==> src/rtl/cla_addsub_pipe_pkg.sv <==
// Shared definitions for the pipelined carry-lookahead adder/subtractor.
// The S1 payload is sized for the widest legal operand; narrower builds leave the upper bits at zero.
package cla_addsub_pipe_pkg;

    localparam int CLA_WIDTH      = 32;
    localparam int CLA_GROUP      = 4;
    localparam int CLA_MAX_WIDTH  = 64;
    localparam int CLA_MAX_GROUPS = CLA_MAX_WIDTH / CLA_GROUP;

    typedef struct packed {
        logic [CLA_MAX_WIDTH-1:0]  p;
        logic [CLA_MAX_WIDTH-1:0]  g;
        logic [CLA_MAX_GROUPS-1:0] grp_g;
        logic [CLA_MAX_GROUPS-1:0] grp_p;
        logic                      cin;
`ifdef CLA_OVF_FLAGS_EN
        logic                      a_msb;
        logic                      b_msb;
`endif
    } cla_s1_t;

    function automatic int cla_num_groups(input int width);
        return width / CLA_GROUP;
    endfunction

endpackage

==> src/rtl/cla_group_pg.sv <==
// One 4-bit lookahead group: bit/group generate-propagate from the operands (S1 side)
// and bit carries expanded from the group carry-in using the registered terms (S2 side).
module cla_group_pg
    import cla_addsub_pipe_pkg::*;
(
    input  logic [CLA_GROUP-1:0] a_i,
    input  logic [CLA_GROUP-1:0] b_i,
    output logic [CLA_GROUP-1:0] g_o,
    output logic [CLA_GROUP-1:0] p_o,
    output logic                 grp_g_o,
    output logic                 grp_p_o,
    input  logic [CLA_GROUP-1:0] g_q_i,
    input  logic [CLA_GROUP-1:0] p_q_i,
    input  logic                 c_i,
    output logic [CLA_GROUP-1:0] c_o
);

    assign g_o = a_i & b_i;
    assign p_o = a_i ^ b_i;

    assign grp_g_o = g_o[3]
                   | (p_o[3] & g_o[2])
                   | (p_o[3] & p_o[2] & g_o[1])
                   | (p_o[3] & p_o[2] & p_o[1] & g_o[0]);
    assign grp_p_o = &p_o;

    assign c_o[0] = c_i;
    assign c_o[1] = g_q_i[0] | (p_q_i[0] & c_i);
    assign c_o[2] = g_q_i[1] | (p_q_i[1] & g_q_i[0]) | (p_q_i[1] & p_q_i[0] & c_i);
    assign c_o[3] = g_q_i[2] | (p_q_i[2] & g_q_i[1]) | (p_q_i[2] & p_q_i[1] & g_q_i[0])
                  | (p_q_i[2] & p_q_i[1] & p_q_i[0] & c_i);

    // The top bit's terms only feed the group carry-out, which the top resolves itself.
    logic unused_msb;
    assign unused_msb = g_q_i[3] ^ p_q_i[3];

endmodule

==> src/rtl/cla_addsub_pipe.sv <==
// Two-stage pipelined carry-lookahead adder/subtractor with valid/ready handshake.
// Optional ovf/zero/neg flags are built when CLA_OVF_FLAGS_EN is defined.
module cla_addsub_pipe
    import cla_addsub_pipe_pkg::*;
#(
    parameter int WIDTH = CLA_WIDTH
) (
    input  logic             clk,
    input  logic             rst_n,
    input  logic             in_valid,
    output logic             in_ready,
    input  logic [WIDTH-1:0] a,
    input  logic [WIDTH-1:0] b,
    input  logic             sub,
    output logic             out_valid,
    input  logic             out_ready,
    output logic [WIDTH-1:0] sum,
    output logic             cout
`ifdef CLA_OVF_FLAGS_EN
   ,output logic             ovf,
    output logic             zero,
    output logic             neg
`endif
);

    localparam int NG = cla_num_groups(WIDTH);

    if ((WIDTH % CLA_GROUP) != 0 || WIDTH < 8 || WIDTH > CLA_MAX_WIDTH) begin : g_bad_width
        $error("cla_addsub_pipe: WIDTH must be a multiple of 4 in 8..64");
    end

    logic             s1_valid_q, s1_valid_d;
    logic             s2_valid_q, s2_valid_d;
    cla_s1_t          s1_q, s1_d;
    logic [WIDTH-1:0] sum_q, sum_d;
    logic             cout_q, cout_d;

    logic             s2_load, s1_adv, in_fire;
    logic [WIDTH-1:0] b_eff;
    logic [WIDTH-1:0] bit_g, bit_p, bit_c;
    logic [NG-1:0]    grp_g, grp_p;
    logic [NG:0]      c_grp;

    assign s2_load  = !s2_valid_q || out_ready;
    assign in_ready = !s1_valid_q || s2_load;
    assign in_fire  = in_valid && in_ready;
    assign s1_adv   = s1_valid_q && s2_load;

    assign s1_valid_d = in_fire ? 1'b1 : (s1_adv ? 1'b0 : s1_valid_q);
    assign s2_valid_d = s2_load ? s1_valid_q : s2_valid_q;

    assign b_eff = sub ? ~b : b;

    for (genvar gi = 0; gi < NG; gi++) begin : g_grp
        cla_group_pg u_grp (
            .a_i     (a[gi*CLA_GROUP +: CLA_GROUP]),
            .b_i     (b_eff[gi*CLA_GROUP +: CLA_GROUP]),
            .g_o     (bit_g[gi*CLA_GROUP +: CLA_GROUP]),
            .p_o     (bit_p[gi*CLA_GROUP +: CLA_GROUP]),
            .grp_g_o (grp_g[gi]),
            .grp_p_o (grp_p[gi]),
            .g_q_i   (s1_q.g[gi*CLA_GROUP +: CLA_GROUP]),
            .p_q_i   (s1_q.p[gi*CLA_GROUP +: CLA_GROUP]),
            .c_i     (c_grp[gi]),
            .c_o     (bit_c[gi*CLA_GROUP +: CLA_GROUP])
        );
    end

    always_comb begin
        s1_d                  = '0;
        s1_d.p[WIDTH-1:0]     = bit_p;
        s1_d.g[WIDTH-1:0]     = bit_g;
        s1_d.grp_g[NG-1:0]    = grp_g;
        s1_d.grp_p[NG-1:0]    = grp_p;
        s1_d.cin              = sub;
`ifdef CLA_OVF_FLAGS_EN
        s1_d.a_msb            = a[WIDTH-1];
        s1_d.b_msb            = b_eff[WIDTH-1];
`endif
    end

    // Each group carry is a flat sum of products over all lower groups, not a ripple chain.
    assign c_grp[0] = s1_q.cin;
    for (genvar gi = 0; gi < NG; gi++) begin : g_ctree
        logic carry, term;
        always_comb begin
            term  = 1'b0;
            carry = s1_q.cin & (&s1_q.grp_p[gi:0]);
            for (int j = 0; j <= gi; j++) begin
                term = s1_q.grp_g[j];
                for (int m = j + 1; m <= gi; m++) begin
                    term = term & s1_q.grp_p[m];
                end
                carry = carry | term;
            end
        end
        assign c_grp[gi+1] = carry;
    end

    assign sum_d  = s1_q.p[WIDTH-1:0] ^ bit_c;
    assign cout_d = c_grp[NG];

    if (WIDTH < CLA_MAX_WIDTH) begin : g_pad
        logic unused_hi;
        assign unused_hi = ^{s1_q.p[CLA_MAX_WIDTH-1:WIDTH], s1_q.g[CLA_MAX_WIDTH-1:WIDTH],
                             s1_q.grp_g[CLA_MAX_GROUPS-1:NG], s1_q.grp_p[CLA_MAX_GROUPS-1:NG]};
    end

`ifdef CLA_OVF_FLAGS_EN
    logic ovf_q, zero_q, neg_q;
    logic ovf_d, zero_d, neg_d;
    assign ovf_d  = (s1_q.a_msb == s1_q.b_msb) && (sum_d[WIDTH-1] != s1_q.a_msb);
    assign zero_d = (sum_d == '0);
    assign neg_d  = sum_d[WIDTH-1];
`endif

    always_ff @(posedge clk or negedge rst_n) begin
        if (!rst_n) begin
            s1_valid_q <= 1'b0;
            s2_valid_q <= 1'b0;
            s1_q       <= '0;
            sum_q      <= '0;
            cout_q     <= 1'b0;
`ifdef CLA_OVF_FLAGS_EN
            ovf_q      <= 1'b0;
            zero_q     <= 1'b0;
            neg_q      <= 1'b0;
`endif
        end else begin
            s1_valid_q <= s1_valid_d;
            s2_valid_q <= s2_valid_d;
            if (in_fire) begin
                s1_q <= s1_d;
            end
            if (s1_adv) begin
                sum_q  <= sum_d;
                cout_q <= cout_d;
`ifdef CLA_OVF_FLAGS_EN
                ovf_q  <= ovf_d;
                zero_q <= zero_d;
                neg_q  <= neg_d;
`endif
            end
        end
    end

    assign out_valid = s2_valid_q;
    assign sum       = sum_q;
    assign cout      = cout_q;
`ifdef CLA_OVF_FLAGS_EN
    assign ovf  = ovf_q;
    assign zero = zero_q;
    assign neg  = neg_q;
`endif

endmodule
==> config.mk <==
export PLATFORM = sky130hd
export DESIGN_NAME = cla_addsub_pipe
export DESIGN_NICKNAME = d
export VERILOG_FILES = /design/src/rtl/cla_addsub_pipe_pkg.sv /design/src/rtl/cla_group_pg.sv /design/src/rtl/cla_addsub_pipe.sv
export SDC_FILE = /design/constraint.sdc
export NUM_CORES = 1
export LEC_CHECK = 0
export CAP_MARGIN = 5
export CORE_ASPECT_RATIO = 0.7
export CORE_MARGIN = 3
export CORE_UTILIZATION = 39
export CTS_CLUSTER_SIZE = 40
export DETAILED_ROUTE_END_ITERATION = 6
export PLACE_DENSITY = 0.76
export SYNTH_ARGS = -nofsm -noshare
export SYNTH_HDL_FRONTEND = slang
export SYNTH_SLANG_ARGS = --single-unit
==> constraint.sdc <==
create_clock -name clk -period 2.1 [get_ports clk]
set_clock_uncertainty 0.15 [all_clocks]
set_input_delay 0.21 -clock clk [delete_from_list [all_inputs] [get_ports clk]]
set_output_delay 0.21 -clock clk [all_outputs]
set_load 0.02 [all_outputs]
==> report_table.html, run 1 <==
<table>
<tr><th>Metric</th><th>Value</th></tr>
<tr><th colspan="2">Run status</th></tr>
<tr><td>Run status</td><td>complete, but fails checks</td></tr>
<tr><td>Violated checks</td><td>setup timing</td></tr>
<tr><th colspan="2">Place</th></tr>
<tr><td>Routability cong.</td><td>0.800</td></tr>
<tr><td>Post-place instance area</td><td>6950 µm²</td></tr>
<tr><td>IO buf count</td><td>around 100</td></tr>
<tr><td>Detailed-placement wirelength estimate</td><td>~9500 µm</td></tr>
<tr><th colspan="2">Global route</th></tr>
<tr><td>Vias in the first global route</td><td>4105</td></tr>
<tr><td>Antenna violations before repair</td><td>0</td></tr>
<tr><td>Combined global-route utilization of all metal layers</td><td>16.4%</td></tr>
<tr><td>Total global routing overflow</td><td>0</td></tr>
<tr><td>Wire length of the first global-routing pass</td><td>20700 µm</td></tr>
<tr><td>Maximum number of pins on one net before global-route repair</td><td>between 40 and 50</td></tr>
<tr><th colspan="2">Final layout</th></tr>
<tr><td>Total non-filler cell area in the finished layout</td><td>7370 µm²</td></tr>
<tr><td>Nets</td><td>704</td></tr>
<tr><td>Proportion of layout cells with a drive suffix above 1</td><td>roughly 20%</td></tr>
<tr><td>Number of antenna repair diodes</td><td>0</td></tr>
<tr><td>Filler cell count in the final layout</td><td>1170</td></tr>
<tr><td>Utilization after layout</td><td>a little over half</td></tr>
<tr><td>Synth-to-Final Area Change</td><td>33.5%</td></tr>
<tr><th colspan="2">Pwr</th></tr>
<tr><td>Power density over cell area</td><td>1030 nW/µm²</td></tr>
<tr><td>Worst-case vdd ir drop</td><td>0.459 mV</td></tr>
<tr><td>Leakage dissipation</td><td>3.34 nW</td></tr>
<tr><th colspan="2">Die</th></tr>
<tr><td>Height of the die</td><td>~110 µm</td></tr>
<tr><td>Top-level I/O count</td><td>104</td></tr>
<tr><td>Initial Util</td><td>approximately two fifths</td></tr>
<tr><td>Placeable core area</td><td>13500 µm²</td></tr>
<tr><td>Die width</td><td>148 µm</td></tr>
<tr><td>Row count</td><td>35</td></tr>
<tr><td>Die area</td><td>15600 µm²</td></tr>
<tr><th colspan="2">CTS</th></tr>
<tr><td>Cts bufs inserted</td><td>9</td></tr>
<tr><td>Maximum buffer depth of the clock tree</td><td>2</td></tr>
<tr><td>Clk sink count</td><td>between 100 and 150</td></tr>
<tr><td>Total number of H-tree levels</td><td>3</td></tr>
<tr><td>Root Buffer</td><td>sky130_fd_sc_hd__clkbuf_16</td></tr>
<tr><td>CTS tree</td><td>built</td></tr>
<tr><td>Post-CTS clock slew at the launch and capture registers of the worst setup and hold paths</td><td>0.07 ns</td></tr>
<tr><td>Clock insertion delay at the later pin of the skew report</td><td>0.34 ns</td></tr>
<tr><th colspan="2">STA</th></tr>
<tr><td>Max Freq</td><td>469 MHz</td></tr>
<tr><td>Max-slew violation count</td><td>0</td></tr>
<tr><td>Post-route fraction of the period consumed by the critical path</td><td>102%</td></tr>
<tr><td>Final hold vios</td><td>0</td></tr>
<tr><td>Final setup violating endpoints</td><td>3</td></tr>
<tr><td>Time the worst path needs with I/O delays and setup</td><td>2.13 ns</td></tr>
<tr><td>Worst-case headroom to the max-slew limit</td><td>62.5%</td></tr>
<tr><td>Unrepaired setup endpoints after global routing</td><td>yes</td></tr>
<tr><td>Transition time of the tightest slew-check pin</td><td>approximately 0.56 ns</td></tr>
<tr><td>PnR worst setup slack</td><td>-0.0316 ns</td></tr>
<tr><th colspan="2">Synthesis</th></tr>
<tr><td>List of most frequent post-synthesis cells</td><td>108 x sky130_fd_sc_hd__dfrtp_1, 65 x sky130_fd_sc_hd__mux2_2, 49 x sky130_fd_sc_hd__xor2_1, 46 x sky130_fd_sc_hd__nand2_1, 40 x sky130_fd_sc_hd__ha_1</td></tr>
<tr><td>Mean area per synthesized cell</td><td>11.5 µm²</td></tr>
<tr><td>Proportion of netlist area held by the largest area contributor</td><td>49.0%</td></tr>
<tr><td>Leading cell type by number of instances after synthesis</td><td>sky130_fd_sc_hd__dfrtp_1</td></tr>
<tr><td>Most common flop cell mapped by yosys</td><td>sky130_fd_sc_hd__dfrtp_1</td></tr>
<tr><td>Count of flip-flops with a built-in enable after synthesis</td><td>0</td></tr>
<tr><td>Mapped Nets</td><td>587</td></tr>
<tr><td>Post-Synthesis Cell Area</td><td>5520 µm²</td></tr>
<tr><td>Number of instances in the synthesized netlist</td><td>478</td></tr>
<tr><td>Fraction of synthesis flops using an asynchronous set or reset pin</td><td>100%</td></tr>
<tr><td>Cells taking the most area after synthesis</td><td>sky130_fd_sc_hd__dfrtp_1 49%, sky130_fd_sc_hd__mux2_2 13%, sky130_fd_sc_hd__ha_1 9.1%</td></tr>
<tr><td>Yosys reg bits</td><td>108</td></tr>
<tr><td>Yosys Warn Count</td><td>0</td></tr>
<tr><td>Synth cell types</td><td>34</td></tr>
<tr><td>Post-synthesis sequential area ratio</td><td>49.0%</td></tr>
<tr><td>Post-synthesis cell type with the largest combined area</td><td>sky130_fd_sc_hd__dfrtp_1</td></tr>
<tr><th colspan="2">Route</th></tr>
<tr><td>Total iterations of the first detailed-routing run</td><td>4</td></tr>
<tr><td>Drt total wl</td><td>12500 µm</td></tr>
<tr><td>Number of violations reported at the end of detailed-routing iteration 0</td><td>~230</td></tr>
<tr><td>Routed WL per cell</td><td>15.9 µm</td></tr>
<tr><td>Via/cell ratio</td><td>roughly 5.0</td></tr>
<tr><td>Detailed-route DRC error count</td><td>0</td></tr>
<tr><td>Number of vias in the routed layout</td><td>approximately 4000</td></tr>
<tr><td>Residual antenna-violating net count after detailed routing</td><td>0</td></tr>
<tr><th colspan="2">Setup path</th></tr>
<tr><td>Signal arrival time at the worst endpoint</td><td>between 2 and 2.5 ns</td></tr>
<tr><td>Type of the worst setup path</td><td>register to register</td></tr>
<tr><td>Crit. End Element</td><td>register</td></tr>
<tr><td>Startpoint kind of the worst setup timing path</td><td>register</td></tr>
<tr><td>Data required, critical path</td><td>about 2.2 ns</td></tr>
<tr><td>Crit-path max FO</td><td>4</td></tr>
<tr><th colspan="2">Min path</th></tr>
<tr><td>Type of the tightest min-delay check</td><td>primary input to register</td></tr>
<tr><th colspan="2">Run</th></tr>
<tr><td>Maxcap violations</td><td>0</td></tr>
</table>
==> critical path: stages, from the launching register on <==
cell                       delay [ns]
sky130_fd_sc_hd__dfrtp_1         0.39
sky130_fd_sc_hd__a211o_1         0.37
sky130_fd_sc_hd__a21oi_4         0.23
sky130_fd_sc_hd__a211o_1         0.21
sky130_fd_sc_hd__nand2b_1        0.11
sky130_fd_sc_hd__ha_1            0.29
sky130_fd_sc_hd__mux2_2          0.26
==> worst paths after layout <==
kind                                 startpoint              endpoint  slack (ns)  depth (start not counted)
min in group asynchronous                 rst_n  s1_q[59]$_DFFE_PN0P_        0.27                          2
min                                         sub  c_grp[0]$_DFFE_PN0P_        0.22                          3
max                        c_grp[0]$_DFFE_PN0P_   sum[28]$_DFFE_PN0P_       -0.03                          6
max in group asynchronous                 rst_n  s1_q[43]$_DFFE_PN0P_        0.85                          3
min reg2reg                 sum[10]$_DFFE_PN0P_   sum[10]$_DFFE_PN0P_        0.33                          2
max reg2reg                c_grp[0]$_DFFE_PN0P_   sum[28]$_DFFE_PN0P_       -0.03                          6
==> per-stage QoR <==
| stage | total power (W) | setup TNS, ns | std cells | worst slack (ns) | hold slack, ns |
|---|---|---|---|---|---|
| detailed placement | 0.00574 | -0.164 | 767 | -0.0613 | 0.0875 |
| floorplan | 0.00448 | 0 | 478 | 0.0122 | -0.236 |
| global placement | 0.00563 | -0.0318 | 767 | -0.0238 | 0.0796 |
| finish | 0.00762 | -0.0413 | 785 | -0.0316 | 0.220 |
| global route | 0.00808 | -1.06 | 785 | -0.132 | 0.228 |
| CTS | 0.00764 | -0.140 | 784 | -0.0499 | 0.218 |
==> registers in the layout (all words and copies together), names as in the netlist <==
| register | count |
|---|---|
| s1_q | 64 |
| c_grp | 1 |
| s1_valid_q | 1 |
| out_valid | 1 |
| sum | 32 |
| g_ctree.term | 8 |
| cout | 1 |
==> final cells by class <==
| type | instances | area, µm² | share of cell area (%) |
|---|---|---|---|
| Inverter | 5 | 18.8 | 0.255 |
| Clock inverter | 5 | 83.8 | 1.14 |
| Timing Repair Buffer | 125 | 1280 | 17.4 |
| Clock buffer | 11 | 253 | 3.43 |
| Tap cell | 185 | 231 | 3.14 |
| Sequential cell | 108 | 2700 | 36.7 |
| Multi-Input combinational cell | 346 | 2800 | 38.0 |
==> cells by family after synthesis <==
kind of cell / Yosys count / share of synthesized area (%)
XOR/XNOR: 52 / 8.26
buffers and inverters: 24 / 1.63
flip-flops: 108 / 49.0
AND/OR/NAND/NOR: 87 / 6.92
adder cells (fa/ha/maj): 40 / 9.07
AO/OA/AOI/OAI: 102 / 11.9
multiplexers: 65 / 13.3
==> per-layer routing <==
layer  vias up  GRT usage [%]  wire (µm)
met1      1873           24.1       6250
met5         -              0          0
met3        12           4.38        632
li1       1933              -          -
met2        95           24.3       5450
met4         0           3.56        139
==> timing repair <==
item,in CTS,in global routing
hold buffers,1,0
buffers inserted,0,1
pin swaps,2,15
hold endpoints to repair,41,0
setup endpoints to repair,4,13
gates resized for setup,2,13
gates cloned,0,0
==> placed cells by master, fill, tap and decap left out, drive strengths merged <==
cell / synthesis / layout
nor2: 15 / 15
a21o: 25 / 25
a2111o: 1 / 1
clkbuf: 11 / 11
nor2b: 1 / 1
nand3b: 1 / 1
and3: 1 / 1
xnor2: 3 / 3
bufinv: 0 / 2
ha: 40 / 40
dlygate4sd3: 0 / 1
o31ai: 5 / 5
o21ai: 39 / 39
a31oi: 2 / 2
mux2: 65 / 65
o21a: 4 / 4
nand3: 1 / 1
clkinv: 0 / 1
nor3: 8 / 8
nand4: 8 / 8
inv: 5 / 5
a211o: 2 / 2
a2111oi: 3 / 3
a21oi: 19 / 19
xor2: 49 / 49
or3: 1 / 1
clkdlybuf4s50: 0 / 101
buf: 8 / 23
nand2b: 4 / 4
clkinvlp: 0 / 2
or2: 1 / 1
a211oi: 2 / 2
nand2: 46 / 46
dfrtp: 108 / 108
==> report_power, final <==
| group | internal, W | switching, W |
|---|---|---|
| Combinational | 0.00141 | 0.00127 |
| Sequential | 0.00263 | 0.000437 |
| Clock | 0.00111 | 0.000753 |
Power figures use the tool's default switching activity.
==> inputs of run 2 (changes only) <==
- PLACE_DENSITY: 0.76 -> 0.75
- SYNTH_HIERARCHICAL: not set -> 1
==> run 2 against run 1 <==
The flow now finishes without violations. Non-clock buffer count unchanged. Global-route usage shrank 1.8 points. Sequential share of layout area decreased by 0.70 points. Count of clock-buffer cells in the layout did not move. Wire length shrank 7.1%. Critical endpoint is now sum[23]$_DFFE_PN0P_.
==> report_table.html, run 2 <==
<table>
<tr><th>Metric</th><th>Value</th></tr>
<tr><th colspan="2">Final layout</th></tr>
<tr><td>Max FFs per register</td><td>64 (unchanged)</td></tr>
<tr><td>Nets</td><td>675 (-4.1%)</td></tr>
<tr><td>Most common cell after layout, fill and taps aside</td><td>sky130_fd_sc_hd__dfrtp_1</td></tr>
<tr><td>Number of antenna repair diodes</td><td>0 (unchanged)</td></tr>
<tr><td>Synth-to-Final Area Change</td><td>25.6%</td></tr>
<tr><td>Proportion of layout cells with a drive suffix above 1</td><td>20.1% (+0.24 points)</td></tr>
<tr><td>Commonest cells after routing, fill and taps aside</td><td>108 x sky130_fd_sc_hd__dfrtp_1, 101 x sky130_fd_sc_hd__clkdlybuf4s50_1, 72 x sky130_fd_sc_hd__mux2_4</td></tr>
<tr><td>Largest register by flop count</td><td>s1_q</td></tr>
<tr><th colspan="2">Setup path</th></tr>
<tr><td>Startpoint kind of the worst setup timing path</td><td>register</td></tr>
<tr><td>Worst r2r src</td><td>g_ctree[1].term$_DFFE_PN0P_</td></tr>
<tr><td>Crit-path max FO</td><td>3 (-1)</td></tr>
<tr><td>Signal arrival time at the worst endpoint</td><td>2.09 ns (-0.12 ns)</td></tr>
<tr><td>Endpoint of the worst register-to-register path</td><td>sum[23]$_DFFE_PN0P_</td></tr>
<tr><td>Type of the worst setup path</td><td>register to register</td></tr>
<tr><td>R2R cell count</td><td>8 (+2)</td></tr>
<tr><td>Data required, critical path</td><td>2.18 ns (about the same)</td></tr>
<tr><td>Reg2reg setup slack</td><td>0.09 ns (+0.12 ns)</td></tr>
<tr><td>Crit. End Element</td><td>register</td></tr>
<tr><th colspan="2">Route</th></tr>
<tr><td>Via/cell ratio</td><td>4.72 (-5.4%)</td></tr>
<tr><td>Highest Signal Layer</td><td>met4</td></tr>
<tr><td>Metal-1 WL</td><td>5930 µm (-5.1%)</td></tr>
<tr><td>Routed WL per cell</td><td>15.0 µm (-5.7%)</td></tr>
<tr><td>Detailed-route DRC error count</td><td>0 (unchanged)</td></tr>
<tr><td>Number of vias in the routed layout</td><td>3646 (-6.8%)</td></tr>
<tr><td>Number of violations reported at the end of detailed-routing iteration 0</td><td>116 (-49%)</td></tr>
<tr><td>Drt total wl</td><td>11600 µm (-7.1%)</td></tr>
<tr><td>Total iterations of the first detailed-routing run</td><td>4 (unchanged)</td></tr>
<tr><td>Wire length on met3</td><td>515 µm (-19%)</td></tr>
<tr><td>Residual antenna-violating net count after detailed routing</td><td>0 (unchanged)</td></tr>
<tr><td>Metal2 WL</td><td>5040 µm (-7.5%)</td></tr>
<tr><th colspan="2">CTS</th></tr>
<tr><td>Clk sink count</td><td>108 (unchanged)</td></tr>
<tr><td>Root Buffer</td><td>sky130_fd_sc_hd__clkbuf_16</td></tr>
<tr><td>CTS tree</td><td>built</td></tr>
<tr><td>Cts bufs inserted</td><td>9 (unchanged)</td></tr>
<tr><td>Total number of H-tree levels</td><td>3 (unchanged)</td></tr>
<tr><td>Maximum buffer depth of the clock tree</td><td>2 (unchanged)</td></tr>
<tr><td>Post-CTS clock slew at the launch and capture registers of the worst setup and hold paths</td><td>0.07 ns (about the same)</td></tr>
<tr><td>Clock insertion delay at the later pin of the skew report</td><td>0.35 ns (about the same)</td></tr>
<tr><th colspan="2">STA</th></tr>
<tr><td>Final hold vios</td><td>0 (unchanged)</td></tr>
<tr><td>PnR worst setup slack</td><td>0.0892 ns (+0.121 ns)</td></tr>
<tr><td>Time the worst path needs with I/O delays and setup</td><td>2.01 ns (-0.121 ns)</td></tr>
<tr><td>Max-slew violation count</td><td>0 (unchanged)</td></tr>
<tr><td>Unrepaired setup endpoints after global routing</td><td>yes</td></tr>
<tr><td>Transition time of the tightest slew-check pin</td><td>0.537 ns (-0.0259 ns)</td></tr>
<tr><td>Final setup violating endpoints</td><td>0 (-3)</td></tr>
<tr><td>Summed negative setup slack over all endpoints</td><td>0 ns (+0.0413 ns)</td></tr>
<tr><td>Post-route fraction of the period consumed by the critical path</td><td>95.8% (-5.8 points)</td></tr>
<tr><td>Min Hold Slack</td><td>0.235 ns (+0.0146 ns)</td></tr>
<tr><td>Worst-case headroom to the max-slew limit</td><td>64.2% (+1.7 points)</td></tr>
<tr><td>Max Freq</td><td>497 MHz (+6.0%)</td></tr>
<tr><th colspan="2">Global route</th></tr>
<tr><td>Total global routing overflow</td><td>0 (unchanged)</td></tr>
<tr><td>Combined global-route utilization of all metal layers</td><td>14.6% (-1.8 points)</td></tr>
<tr><td>Wire length of the first global-routing pass</td><td>19900 µm (-4.0%)</td></tr>
<tr><td>Maximum number of pins on one net before global-route repair</td><td>67 (+49%)</td></tr>
<tr><td>Antenna violations before repair</td><td>0 (unchanged)</td></tr>
<tr><td>Vias in the first global route</td><td>3875 (-5.6%)</td></tr>
<tr><th colspan="2">Die</th></tr>
<tr><td>Die width</td><td>154 µm (+3.9%)</td></tr>
<tr><td>Top-level I/O count</td><td>104 (unchanged)</td></tr>
<tr><td>Initial Util</td><td>40.2% (-0.66 points)</td></tr>
<tr><td>Height of the die</td><td>110 µm (+3.9%)</td></tr>
<tr><td>Row count</td><td>37 (+5.7%)</td></tr>
<tr><td>Placeable core area</td><td>14900 µm² (+10%)</td></tr>
<tr><td>Die area</td><td>16900 µm² (+8.0%)</td></tr>
<tr><th colspan="2">Synthesis</th></tr>
<tr><td>Mapped Nets</td><td>566 (-3.6%)</td></tr>
<tr><td>Post-Synthesis Cell Area</td><td>5980 µm² (+8.4%)</td></tr>
<tr><td>Number of instances in the synthesized netlist</td><td>465 (-2.7%)</td></tr>
<tr><td>Mean area per synthesized cell</td><td>12.9 µm² (+11%)</td></tr>
<tr><td>Yosys Warn Count</td><td>6 (+6)</td></tr>
<tr><th colspan="2">Place</th></tr>
<tr><td>Detailed-placement wirelength estimate</td><td>8780 µm (-7.9%)</td></tr>
<tr><td>IO buf count</td><td>103 (unchanged)</td></tr>
<tr><td>Post-Place Worst Slack</td><td>0.0117 ns (+0.0730 ns)</td></tr>
<tr><td>Routability cong.</td><td>0.814 (+1.8%)</td></tr>
<tr><th colspan="2">Min path</th></tr>
<tr><td>Type of the tightest min-delay check</td><td>primary input to async pin</td></tr>
<tr><th colspan="2">Run status</th></tr>
<tr><td>Run status</td><td>finished clean</td></tr>
<tr><th colspan="2">Pwr</th></tr>
<tr><td>Worst-case vdd ir drop</td><td>0.421 mV (-8.4%)</td></tr>
<tr><td>Power density over cell area</td><td>1020 nW/µm² (-1.5%)</td></tr>
<tr><td>Leakage dissipation</td><td>3.56 nW (+6.5%)</td></tr>
<tr><th colspan="2">Run</th></tr>
<tr><td>Maxcap violations</td><td>0 (unchanged)</td></tr>
</table>
run 2: area by class of cell:
type | count | area [µm²]
Clock buffer | 11 | 243
Clock inverter | 4 | 50.0
Fill cell | 1283 | 7350
Multi-Input combinational cell | 330 | 3000
Sequential cell | 108 | 2700
Tap cell | 195 | 244
Timing Repair Buffer | 125 | 1270
run 2: stage by stage:
step	area, µm²	std cells	power, W	utilization, %
after floorplan	5980	465	0.00492	-
after global placement	7190	756	0.00595	48.4
after detailed placement	7190	756	0.00603	48.4
after CTS	7490	772	0.00774	50.4
after global routing	7510	773	0.00814	50.5
final	7510	773	0.00765	50.5
run 2: report_power, final:
part	total [W]	leakage (nW)	internal, W	switching, W
Clock	0.00167	0.138	0.000949	0.000725
Sequential	0.00310	1.33	0.00265	0.000458
Combinational	0.00287	2.10	0.00164	0.00123
run 2: worst max path at each step:
stage	start	slack [ns]	endpoint
final	g_ctree[1].term$_DFFE_PN0P_	0.09	sum[23]$_DFFE_PN0P_
after global routing	g_ctree[1].term$_DFFE_PN0P_	-0.05	sum[23]$_DFFE_PN0P_
after CTS	c_grp[0]$_DFFE_PN0P_	0.01	sum[23]$_DFFE_PN0P_
after detailed placement	c_grp[0]$_DFFE_PN0P_	0.01	sum[23]$_DFFE_PN0P_
after global placement	c_grp[0]$_DFFE_PN0P_	0.06	sum[23]$_DFFE_PN0P_
after floorplan	c_grp[0]$_DFFE_PN0P_	0.09	sum[23]$_DFFE_PN0P_
run 2: critical path, stage by stage, from the launching register on:
cell	delay, ns
sky130_fd_sc_hd__dfrtp_1	0.40
sky130_fd_sc_hd__a211oi_2	0.23
sky130_fd_sc_hd__o21bai_1	0.13
sky130_fd_sc_hd__a21o_1	0.18
sky130_fd_sc_hd__a21o_1	0.16
sky130_fd_sc_hd__a21o_1	0.20
sky130_fd_sc_hd__a31o_1	0.20
sky130_fd_sc_hd__xnor2_1	0.16
sky130_fd_sc_hd__o21ai_1	0.07
run 2: per-layer routing:
metal	up-vias	track usage, %
met5	-	0
met4	0	3.34
met3	9	3.82
met2	73	22.5
met1	1726	20.8
li1	1838	-
run 2: what timing repair did:
item / 4_1_cts / 5_1_grt
resized for setup: 0 / 3
pin swaps: 1 / 12
hold buffers: 1 / 0
endpoints found under the hold margin: 37 / 0
setup endpoints to repair: 1 / 7
buffers inserted: 0 / 1
==> inputs of run 3 (changes only) <==
- CTS_CLUSTER_DIAMETER: not set -> 200
==> results of run 3 <==
Final layout, timing and power as in run 2 (identical DEF).
